===== src/rtl/pe_pkg.sv =====
// pe_pkg: shared fixed-point widths, types and saturation helper for the PE array paths.
package pe_pkg;
  localparam int IW = 24;
  localparam int FW = 8;
  localparam int DW = IW + FW;
  localparam int GUARD = 8;
  localparam int ACC_W = DW + GUARD;
  localparam int LANES = 7;
  typedef logic signed [DW-1:0] word_t;
  typedef logic signed [ACC_W-1:0] acc_t;
  typedef enum logic {ACC, OUT} state_t;
  localparam word_t SAT_MAX = 32'h7FFF_FFFF;
  localparam word_t SAT_MIN = 32'h8000_0000;
  function automatic word_t sat_dw(input logic signed [ACC_W:0] v);
    return (&v[ACC_W:DW-1] || ~|v[ACC_W:DW-1]) ? v[DW-1:0] : (v[ACC_W] ? SAT_MIN : SAT_MAX);
  endfunction
endpackage


===== src/rtl/psum_lane_post.sv =====
// psum_lane_post: per-lane bias add, saturation to DW bits and optional ReLU.
module psum_lane_post #(
  parameter int DW = pe_pkg::DW,
  parameter int ACC_W = pe_pkg::ACC_W,
  parameter bit RELU_EN = 1'b1
) (
  input  logic [ACC_W-1:0] acc,
  input  logic [DW-1:0]    bias,
  output logic [DW-1:0]    res
);
  logic [ACC_W:0] sum;
  logic [DW-1:0]  sat;
  always_comb begin
    sum = {acc[ACC_W-1], acc} + {{(ACC_W+1-DW){bias[DW-1]}}, bias};
    // in range only when every bit above the DW sign bit matches it
    sat = (&sum[ACC_W:DW-1] || ~|sum[ACC_W:DW-1]) ? sum[DW-1:0] : {sum[ACC_W], {(DW-1){~sum[ACC_W]}}};
    res = (RELU_EN && sat[DW-1]) ? '0 : sat;
  end
endmodule


===== src/rtl/psum_acc1x1.sv =====
// psum_acc1x1: accumulates 1x1 PE products across input channels, adds bias, saturates,
// applies ReLU and hands LANES results downstream over valid/ready.
module psum_acc1x1 #(
  parameter int LANES = pe_pkg::LANES,
  parameter int IW = 24,
  parameter int FW = 8,
  parameter int GUARD = 8,
  parameter int MAX_BEATS = 512,
  parameter int RELU_EN = 1,
  localparam int DW = IW + FW,
  localparam int ACC_W = DW + GUARD,
  localparam int CW = $clog2(MAX_BEATS + 1)
) (
  input  logic                clk,
  input  logic                rst,
  input  logic                in_valid,
  output logic                in_ready,
  input  logic [LANES*DW-1:0] psum_i,
  input  logic                in_last,
  input  logic [DW-1:0]       bias_i,
  output logic                out_valid,
  input  logic                out_ready,
  output logic [LANES*DW-1:0] res_o,
  output logic [CW-1:0]       beat_cnt_o,
  output logic                ovf_o
);
  pe_pkg::state_t state, state_nx;
  logic                first;
  logic [ACC_W-1:0]    acc [LANES];
  logic [ACC_W-1:0]    acc_nx [LANES];
  logic [DW-1:0]       bias_r, bias_sel;
  logic [LANES*DW-1:0] post;
  logic [CW-1:0]       cnt_nx;
  logic                take, hit, done;

  assign take = in_valid && in_ready;
  assign cnt_nx = first ? CW'(1) : beat_cnt_o + CW'(1);
  assign hit = cnt_nx == CW'(MAX_BEATS);
  assign done = take && (in_last || hit);
  // a single-beat group must see this beat's bias, not the stale register
  assign bias_sel = first ? bias_i : bias_r;

  for (genvar k = 0; k < LANES; k++) begin : g_lane
    logic [ACC_W-1:0] ext;
    assign ext = {{GUARD{psum_i[k*DW+DW-1]}}, psum_i[k*DW +: DW]};
    assign acc_nx[k] = first ? ext : acc[k] + ext;
    psum_lane_post #(.DW(DW), .ACC_W(ACC_W), .RELU_EN(RELU_EN != 0)) u_post (
      .acc(acc_nx[k]),
      .bias(bias_sel),
      .res(post[k*DW +: DW])
    );
  end

  always_comb begin
    state_nx = state;
    in_ready = state == pe_pkg::ACC;
    out_valid = state == pe_pkg::OUT;
    if (in_ready && done) state_nx = pe_pkg::OUT;
    if (out_valid && out_ready) state_nx = pe_pkg::ACC;
  end

  always_ff @(posedge clk or posedge rst) begin
    if (rst) begin
      state <= pe_pkg::ACC;
      first <= 1'b1;
      for (int i = 0; i < LANES; i++) acc[i] <= '0;
      bias_r <= '0;
      res_o <= '0;
      beat_cnt_o <= '0;
      ovf_o <= 1'b0;
    end else begin
      state <= state_nx;
      if (take) begin
        for (int i = 0; i < LANES; i++) acc[i] <= acc_nx[i];
        bias_r <= bias_sel;
        beat_cnt_o <= cnt_nx;
        first <= 1'b0;
      end
      if (done) res_o <= post;
      if (take && hit && !in_last) ovf_o <= 1'b1;
      if (out_valid && out_ready) begin
        first <= 1'b1;
        beat_cnt_o <= '0;
      end
    end
  end
endmodule


===== config.mk =====
export PLATFORM = sky130hd
export DESIGN_NAME = psum_acc1x1
export DESIGN_NICKNAME = d
export VERILOG_FILES = /design/src/rtl/pe_pkg.sv /design/src/rtl/psum_lane_post.sv /design/src/rtl/psum_acc1x1.sv
export SDC_FILE = /design/constraint.sdc
export NUM_CORES = 2
export LEC_CHECK = 0
export ABC_CLOCK_PERIOD_IN_PS = 21700
export BUFFER_PORTS_ARGS = -buffer_cell sky130_fd_sc_hd__buf_2
export CORE_MARGIN = 4
export CORE_UTILIZATION = 55
export DETAILED_ROUTE_END_ITERATION = 10
export PLACE_DENSITY = 0.85
export SYNTH_ARGS = -nofsm -noshare
export SYNTH_HDL_FRONTEND = slang
export SYNTH_SLANG_ARGS = --single-unit

===== constraint.sdc =====
create_clock -name clk -period 21.7 [get_ports clk]
set_input_delay 4.34 -clock clk [delete_from_list [all_inputs] [get_ports clk]]
set_output_delay 4.34 -clock clk [all_outputs]
set_load 0.005 [all_outputs]

==> results.cfg <==
[drt]
ant_nets = 0
vias = 55110
detail_route.vias_per_cell = 6.505
avgRoutedWirePerCell_um = 21.92
drc_errors = 0
wl_um = 185700
firstDrtPassIters = 8
drt_iter0_markers = 5928

[clock_network]
clk_path_buf_depth = 3
cts_setup_buffers = 0
cts_htree_levels = 3
cts_root_buffer = clkbuf_16
clock_sinks = 542
cts_tree = done
insertion_delay_ps = 670
post_cts_resized = 0
clk_pin_slew_ps = 60
cts_buffers = 68
cts_hold_buffers = 0

[synth]
syn-mean-instance-area_um2 = 7.872
yosysWarnings = 0
syn_area_mm2 = 0.05373
synth_edf_count = 0
synth.ff_latch_count = 542
synth-seq-area-share_pct = 25.24
yosysUniqueCellTypes = 104
synthCells = 6826
synthArstFlopShare_pct = 100.0
ys.flop_type = dfrtp_1

[die]
dieArea_mm2 = 0.1028
start_util_pct = 55.48
io_pins = 498
die_h_um = 320.6
die_w_um = 320.6
core_area_mm2 = 0.09685
rows = 114

[sta]
max_freq_mhz = 93.94
timing.slew.headroom_pct = 16.36
slew_viol_final = 0
rsz0062_at_grt = false
finalSetupTns_ps = 0
worst_slew_pin_slew_ps = 1255
setup_violations = 0
period_needed_ps = 10650
fin_skew_ps = 31.45
final.period_utilization_pct = 49.06
final-hold-violation-count = 0

[worst_hold_path]
min_path_type = reg2reg

[global_route]
grt_start_max_net_pins = 161
grt_use_met1_pct = 44.77
grt_util_met3_pct = 9.137
grt-busiest-layer = met2
grt_pass1_wl_um = 286700
grt_pass1_vias = 51450
track_usage_pct = 34.70
grt_util_met2_pct = 53.51
gr-total-overflow = 0
grt_antenna_before_repair = 42

[critical_path]
cp_data_arrival_time_ps = 11180
end_kind = flip-flop
critPathMaxFanout = 31
cp.required_ps = 22230
critPathLaunchType = primary input
criticalPathCategory = in2reg

[cells_and_area]
n_fill_cell = 8388
drive_gt1_share_pct = 11.70
syn_to_final_growth_pct = 10.78
final_nets = 7944

[placed_design]
numPortBuffers = 490
post-dp-hpwl_um = 134300
gp_congestion = 0.9968

[flow_run]
maxCapViolations = 0

[run_status]
status = finished clean
-- Yosys cell counts, drive strengths merged (82+ instances only) --
cell    instances  area (µm²)
xnor2         249        2181
xor2          202        1777
nand2        1165        4373
nor2          408        1531
inv           166       623.1
nor3          120       600.6
nand3         120       600.6
dfrtp         541       13540
mux2          118        1329
o21ai         621        3112
a21oi         554        2795
a31oi         149       938.4
ha            557        6969
a21o          327        2455
clkbuf        267        1003
o21bai         82       615.6
-- sequential cells by signal, summed over array words and instances, names as in the netlist --
| name | cells |
|---|---|
| acc | 280 |
| beat_cnt_o | 10 |
| bias_r | 32 |
| first | 1 |
| out_valid | 1 |
| ovf_o | 1 |
| res_o | 217 |
-- critical path, stage by stage --
cell and delay, ps:
buf_2 90, ha_1 200, inv_1 70, fa_1 390
nor2b_1 150, o21a_1 150, o21ai_1 100, a211oi_1 290
nor3_1 170, a2111oi_0 730, o31ai_1 230, a211oi_1 350
a21oi_1 170, xor2_1 160, o21ai_0 190, ha_1 360
a21o_1 220, a21o_1 170, a21oi_1 210, o221ai_1 160
a41o_1 270, o211ai_1 230, a211o_1 160, nand3_1 60
or4_1 1080, o221a_1 460
-- final cells by class --
type                            count  area [µm²]  area share [%]
Multi-Input combinational cell   5795       38380           64.47
Sequential cell                   542       13570           22.79
Timing Repair Buffer              539        2870           4.822
Clock buffer                       92        1976           3.319
Tap cell                         1276        1597           2.682
Inverter                          166       631.9           1.062
Clock inverter                     30       421.7          0.7084
Antenna cell                       33       82.58          0.1387
-- through the flow --
step | setup slack (ps) | utilization (%) | instance area, µm² | cells | hold slack, ps
after floorplan | 2211 | - | 53750 | 6832 | 441.9
after global placement | 10740 | 58.90 | 57040 | 8318 | 436.6
after detailed placement | 10520 | 58.90 | 57040 | 8318 | 441.3
after CTS | 11180 | 61.38 | 59440 | 8440 | 456.5
after global routing | 10630 | 61.40 | 59470 | 8450 | 490.8
final | 11050 | 61.46 | 59520 | 8473 | 455.7
-- cells in the final DEF (no fill, tap or decap), types with 45 or more instances in the layout --
| cell | Yosys | final |
|---|---|---|
| nand2b_1 | 73 | 73 |
| inv_1 | 165 | 164 |
| mux2_2 | 116 | 115 |
| nor3_1 | 120 | 120 |
| nand2_1 | 1165 | 1163 |
| dfrtp_1 | 541 | 541 |
| o21a_1 | 77 | 77 |
| o21ai_0 | 545 | 543 |
| clkbuf_16 | 0 | 71 |
| a211oi_1 | 55 | 55 |
| buf_2 | 18 | 490 |
| o221a_1 | 62 | 62 |
| and3_1 | 53 | 53 |
| nor2b_1 | 61 | 60 |
| nand4_1 | 71 | 71 |
| ha_1 | 557 | 557 |
| nor2_1 | 408 | 407 |
| a21o_1 | 327 | 327 |
| xor2_1 | 201 | 201 |
| nand3_1 | 120 | 120 |
| buf_4 | 7 | 45 |
| a21oi_1 | 552 | 552 |
| a31oi_1 | 148 | 148 |
| o21ai_1 | 75 | 74 |
| xnor2_1 | 249 | 248 |
| o21bai_1 | 82 | 82 |
-- cells by family after synthesis --
kind of cell | Yosys count | synth area share [%]
simple gates | 2255 | 18.72
compound gates | 2363 | 28.53
other cells | 1 | 0.006979
fa+ha+maj | 571 | 13.49
mux | 148 | 3.032
buf+inv | 495 | 3.607
flops | 542 | 25.24
xor+xnor | 451 | 7.365
-- worst paths after layout --
check	endpoint	slack (ps)	depth (start not counted)	startpoint
min reg2reg	ovf_o	460	1	ovf_o
max in group asynchronous	beat_cnt_o[4]	14860	5	rst
min in group asynchronous	acc[258]	3740	2	rst
max reg2reg	res_o[98]	14470	25	acc[120]
max	res_o[98]	11050	26	psum_i[96]
min	ovf_o	460	1	ovf_o
-- per-layer routing --
metal | wire [µm] | vias to the layer above
met5 | 134 | -
met1 | 73790 | 26080
met3 | 20110 | 589
met2 | 81510 | 2809
met4 | 10160 | 20
li1 | - | 25620
Power is left out: the tool's default activity adds up to more than one toggle a clock period on the data nets, which glitch-free logic cannot reach.
